--- src/rtl/pipeline_hazard_ctrl.sv ---
// Hazard and interrupt control for the 16-bit RISC core pipeline.
// Ports: D-stage decode fields, branch/irq in; forwarding, stall/flush, W/M controls, irq_ack/in_isr out.
module pipeline_hazard_ctrl (
    input  logic       clock,
    input  logic       reset_n,
    input  logic       valid_d,
    input  logic [2:0] rs1_d,
    input  logic [2:0] rs2_d,
    input  logic       uses_rs1_d,
    input  logic       uses_rs2_d,
    input  logic [2:0] rd_d,
    input  logic       reg_write_d,
    input  logic       mem_write_d,
    input  logic       mem_to_reg_d,
    input  logic       reti_d,
    input  logic       branch_taken_e,
    input  logic       irq,
    output logic [1:0] forward1,
    output logic [1:0] forward2,
    output logic       stall_f,
    output logic       stall_d,
    output logic       flush_d,
    output logic       flush_e,
    output logic       mem_write,
    output logic       mem_to_reg,
    output logic       reg_write,
    output logic [2:0] reg_write_adr,
    output logic       irq_ack,
    output logic       in_isr
);

    typedef enum logic [1:0] {IDLE, DRAIN, VECTOR, ACTIVE} state_t;

    state_t     state;
    logic       valid_e, uses1_e, uses2_e, rw_e, mw_e, mtr_e;
    logic [2:0] rs1_e, rs2_e, rd_e;
    logic       valid_m, rw_m, mw_m, mtr_m;
    logic [2:0] rd_m;
    logic       valid_w, rw_w, mtr_w;
    logic [2:0] rd_w;

    logic loaduse, drain, vector, take_e, recog, reti_ok;

    assign loaduse = valid_d & valid_e & rw_e & mtr_e &
                     ((uses_rs1_d & (rs1_d == rd_e)) |
                      (uses_rs2_d & (rs2_d == rd_e)));

    assign drain  = (state == DRAIN);
    assign vector = (state == VECTOR);

    // A taken branch squashes the dependent instruction, so no stall.
    assign stall_f = drain | (loaduse & ~branch_taken_e);
    assign stall_d = stall_f;
    assign flush_d = branch_taken_e | vector;
    // The held D instruction must not enter E while vectoring; it is
    // re-fetched from the saved PC after the handler returns.
    assign flush_e = branch_taken_e | loaduse | drain | vector;

    assign take_e  = valid_d & ~flush_e;
    assign recog   = irq & valid_d & ~branch_taken_e & ~loaduse;
    assign reti_ok = valid_d & reti_d & ~stall_d & ~branch_taken_e;

    assign mem_write     = valid_m & mw_m;
    assign reg_write     = valid_w & rw_w;
    assign reg_write_adr = rd_w;
    assign mem_to_reg    = mtr_w;

    always_comb begin
        forward1 = 2'd0;
        forward2 = 2'd0;
        if (uses1_e & valid_m & rw_m & ~mtr_m & (rd_m == rs1_e))
            forward1 = 2'd1;
        else if (uses1_e & valid_w & rw_w & (rd_w == rs1_e))
            forward1 = 2'd2;
        if (uses2_e & valid_m & rw_m & ~mtr_m & (rd_m == rs2_e))
            forward2 = 2'd1;
        else if (uses2_e & valid_w & rw_w & (rd_w == rs2_e))
            forward2 = 2'd2;
    end

    always_ff @(posedge clock) begin
        if (!reset_n) begin
            valid_e <= 1'b0; uses1_e <= 1'b0; uses2_e <= 1'b0;
            rw_e    <= 1'b0; mw_e    <= 1'b0; mtr_e   <= 1'b0;
            rs1_e   <= '0;   rs2_e   <= '0;   rd_e    <= '0;
            valid_m <= 1'b0; rw_m    <= 1'b0; mw_m    <= 1'b0;
            mtr_m   <= 1'b0; rd_m    <= '0;
            valid_w <= 1'b0; rw_w    <= 1'b0; mtr_w   <= 1'b0;
            rd_w    <= '0;
            state   <= IDLE;
            irq_ack <= 1'b0;
            in_isr  <= 1'b0;
        end else begin
            // Bubbles clear every field, not just the enables.
            valid_e <= take_e;
            uses1_e <= take_e & uses_rs1_d;
            uses2_e <= take_e & uses_rs2_d;
            rw_e    <= take_e & reg_write_d;
            mw_e    <= take_e & mem_write_d;
            mtr_e   <= take_e & mem_to_reg_d;
            rs1_e   <= take_e ? rs1_d : 3'd0;
            rs2_e   <= take_e ? rs2_d : 3'd0;
            rd_e    <= take_e ? rd_d  : 3'd0;

            valid_m <= valid_e; rw_m <= rw_e; mw_m <= mw_e;
            mtr_m   <= mtr_e;   rd_m <= rd_e;

            valid_w <= valid_m; rw_w <= rw_m; mtr_w <= mtr_m;
            rd_w    <= rd_m;

            unique case (state)
                IDLE: begin
                    if (recog) state <= DRAIN;
                end
                DRAIN: begin
                    // E is being flushed, so after this edge E is empty,
                    // M gets E and W gets M.
                    if (!valid_e && !valid_m) begin
                        state   <= VECTOR;
                        irq_ack <= 1'b1;
                    end
                end
                VECTOR: begin
                    state   <= ACTIVE;
                    irq_ack <= 1'b0;
                    in_isr  <= 1'b1;
                end
                ACTIVE: begin
                    if (reti_ok) begin
                        state  <= IDLE;
                        in_isr <= 1'b0;
                    end
                end
                default: state <= IDLE;
            endcase
        end
    end

endmodule

--- config.mk ---
export PLATFORM = sky130hd
export DESIGN_NAME = pipeline_hazard_ctrl
export DESIGN_NICKNAME = d
export VERILOG_FILES = /design/src/rtl/pipeline_hazard_ctrl.sv
export SDC_FILE = /design/constraint.sdc
export NUM_CORES = 1
export LEC_CHECK = 0
export BUFFER_PORTS_ARGS = -buffer_cell sky130_fd_sc_hd__buf_2
export CELL_PAD_IN_SITES_DETAIL_PLACEMENT = 1
export CELL_PAD_IN_SITES_GLOBAL_PLACEMENT = 1
export CORE_UTILIZATION = 38
export DETAILED_ROUTE_END_ITERATION = 10
export PLACE_DENSITY_LB_ADDON = 0.05
export SYNTH_ARGS = -nofsm -noshare
export SYNTH_HDL_FRONTEND = slang
export SYNTH_SLANG_ARGS = --single-unit
--- constraint.sdc ---
create_clock -name clock -period 2.1 [get_ports clock]
set_clock_uncertainty 0.1 [all_clocks]
set_input_delay 0.525 -clock clock [delete_from_list [all_inputs] [get_ports clock]]
set_output_delay 0.525 -clock clock [all_outputs]
set_load 0.01 [all_outputs]
==> summary by stage <==
Placed design
During placement, the flow inserted port buffers numbering 35. After legalization and detailed placement, the total HPWL measured 2240 um. The congestion estimate from routability-driven global placement came to 0.746. The placement-stage cell area is about 0.0016 mm2.

Worst setup path
The data required time of the critical path is around 1.5 ns. The longest individual stage delay on the worst path is 0.37 ns. The data arrival time of the worst path is 1.55 ns. STA classifies the critical path startpoint as a flip-flop. Traced cell by cell, the critical path runs through inv_4 -> ha_4 -> or2_4 -> or3_1 -> buf_2. The worst setup path is captured at a primary output. The largest driver fanout on the critical path is 2. The launching element of the worst setup path is state[0]. Grouping stages by cell kind, the critical path spends the most delay in simple AND/OR/NAND/NOR gates. The number of buffers and inverters on the critical path is 2.

The startpoint identified for the worst register-to-register timing path is state[0]. The largest individual stage delay along the critical path comes from the cell sky130_fd_sc_hd__dfxtp_2. The worst setup path is of the flip-flop to primary output kind.

Drt
Dividing the detail-routed wire length by the instance count gives 12.6 um. The number of antenna-violating nets in the routed design is 0. The remaining routing DRC violations is 0. Wires add up to about 2800 um. Using the TritonRoute via totals, the vias-per-cell ratio works out to 4.62. The detailed router placed between 1000 and 1500 vias in this run. For this block, the initial DRC count from the detailed router was 28. The first detailed-routing pass took 2 iterations.

STA
Setup violations remaining at the end of the flow were counted as 1. Timing would allow up to 460 MHz. The final-report max-slew violation count is 0. Setup repair after global routing could not meet its margin everywhere. In the finished design, the share of the clock period the worst path needs comes to 1.04.

The number of failing hold endpoints at the final stage is 0. Headroom to the max-slew limit came out at 0.780. The final critical path time including I/O delays and setup is 2.17 ns. The post-layout worst setup margin is -0.0736 ns. At the pin with the least slew margin, the transition time is 0.326 ns.

Status
The run finished, with violations left. The checks that failed: negative setup slack.

Yosys
The primary flip-flop cell chosen by synthesis mapping is sky130_fd_sc_hd__dfxtp_1. The yosys synthesis warning count is 0. Synthesis handed over a netlist of 131 instances. Of the synthesized area, sequential elements account for 0.479. The mapped cell area is 0.00134 mm2. Averaged over all synthesized cells, the footprint is roughly 10 um2. In the post-synthesis netlist, the biggest area contributors are sky130_fd_sc_hd__dfxtp_1 48%, sky130_fd_sc_hd__and2_1 14%, sky130_fd_sc_hd__xnor2_1 6.6%.

The proportion of register bits with asynchronous set or reset after synthesis is 0. The number of enable flip-flop cells after synthesis is 0. In this run, synthesis produced a sequential element count of 32.

The number of nets handed over by synthesis was 156. sky130_fd_sc_hd__dfxtp_1 takes more of the synthesized area than any other cell. The distinct cell type count after synthesis is 26. The proportion of netlist area held by the largest area contributor is 0.479.

Die
The floorplan step set the die width to 61.3 um. The y dimension of the die is 61.3 um. The die footprint is 0.00376 mm2. For this configuration, the core starts out at a cell density of 0.397. The core region is 0.00336 mm2. Row generation in the floorplan step produced 21 rows. The boundary pin count is 36.

Cells and area
Fill cells in the final layout number 410. The area growth from synthesis to final layout is 31.7%. The number of diodes added for antenna fixing is 0. The final standard cell area without fillers is 0.00176 mm2. The final design utilization is 0.523. Of the cells placed in the final design, the portion with a size suffix greater than 1 is 0.424. The top cell types in the final layout, fill and taps aside, are 35 x sky130_fd_sc_hd__buf_2, 29 x sky130_fd_sc_hd__and2_1, 21 x sky130_fd_sc_hd__dfxtp_1. The most common cell after layout, fill and taps aside is sky130_fd_sc_hd__buf_2. The post-layout net count is 201.

Global routing
The initial antenna violation count is 0. The overall fraction of global-route tracks in use is 0.172. Entering global routing, the biggest net connects 21 pins. The via count of the first global-routing pass is 951.

The first global-routing pass estimated 4490 um of wire. The final global-route overflow total is 0.

Job
The max-cap violation count is 0.

CTS
The cell sitting at the root of the clock tree is a sky130_fd_sc_hd__clkbuf_4. The CTS sink count is 32. The clock transition at the registers of the reported paths is 0.10 ns.

The CTS buffer count is 5. The clock reaches the later pin of the worst-skew pair after 0.33 ns. The hold buffer count at cts is 0. The CTS tree is done. The total number of H-tree levels is 2.

The deepest clock path buffer count is 2.

Pwr
The total power per unit cell area is 869 mW/mm2. The standby leakage power is 0.000802 uW. Across the VDD grid, the largest voltage drop is 0.358 mV.

Worst hold path
The type of the worst min-delay path is input port to flip-flop. The worst hold path startpoint is rd_d[1].
==> cell usage after synthesis, types with 3 or more instances <==
cell	n
sky130_fd_sc_hd__dfxtp_1	32
sky130_fd_sc_hd__and2_1	29
sky130_fd_sc_hd__xnor2_1	10
sky130_fd_sc_hd__nand2_1	9
sky130_fd_sc_hd__xor2_1	8
sky130_fd_sc_hd__ha_1	5
sky130_fd_sc_hd__nor4_1	5
sky130_fd_sc_hd__inv_1	4
sky130_fd_sc_hd__nand3_1	4
sky130_fd_sc_hd__nand4_1	3
==> kinds of logic (layout without fill, tap and decap cells) <==
group	Yosys count	after routing	share of synthesized area
DFF	32	32	0.479
and+or+nand+nor	59	59	0.272
AOI/OAI and AO/OA	7	7	0.0384
adders and majority gates	5	5	0.0468
muxes	2	2	0.0150
buffers and inverters	8	54	0.0309
xor gates and xnor gates	18	18	0.118
==> final cells by class <==
cell class	count	area (um2)	area share
clock buffers	6	41.3	0.0235
repair buffers	42	228	0.129
clock inverters	2	35.0	0.0199
flip-flops and latches	32	659	0.375
multi-input cells	91	722	0.410
inverters	4	17.5	0.00995
well taps	46	57.6	0.0327
==> final timing paths <==
path,endpoint,slack (ns),cells past startpoint
min,rd_e[1],0.29,2
max,flush_e,-0.07,5
max reg2reg,state[0],0.29,7
min reg2reg,mw_m,0.34,1
==> per-layer routing <==
metal	track usage	share of wire	up-vias
met2	0.270	0.49	25
met3	0.0630	0.041	3
met4	0.0584	0.010	0
li1	-	-	525
met5	0	0	-
met1	0.218	0.46	477
==> power breakdown <==
part	total (uW)	switching, uW	internal (uW)
sequential	704	44.0	660
combinational	374	181	193
clock	452	203	249
total	1530	428	1100
==> per-stage QoR <==
stage / hold WS [ns] / total power [uW] / TNS [ns] / std cells / worst slack (ns)
after floorplan: 0.312 / 926 / 0 / 131 / 0.0849
after CTS: 0.267 / 1550 / -0.155 / 223 / -0.0897
after global routing: 0.277 / 1630 / -0.352 / 223 / -0.144
after global placement: 0.316 / 1030 / 0 / 213 / 0.0363
final: 0.289 / 1530 / -0.0736 / 223 / -0.0736
after detailed placement: 0.327 / 1050 / 0 / 213 / 0.0327
==> repair_timing <==
| action | CTS | global route |
|---|---|---|
| cloned | 0 | 0 |
| setup buffers | 2 | 0 |
| setup endpoints to repair | 8 | 5 |
| pin swaps | 0 | 2 |
| resized for setup | 14 | 12 |
No activity file was read; power rests on OpenSTA's default activity.
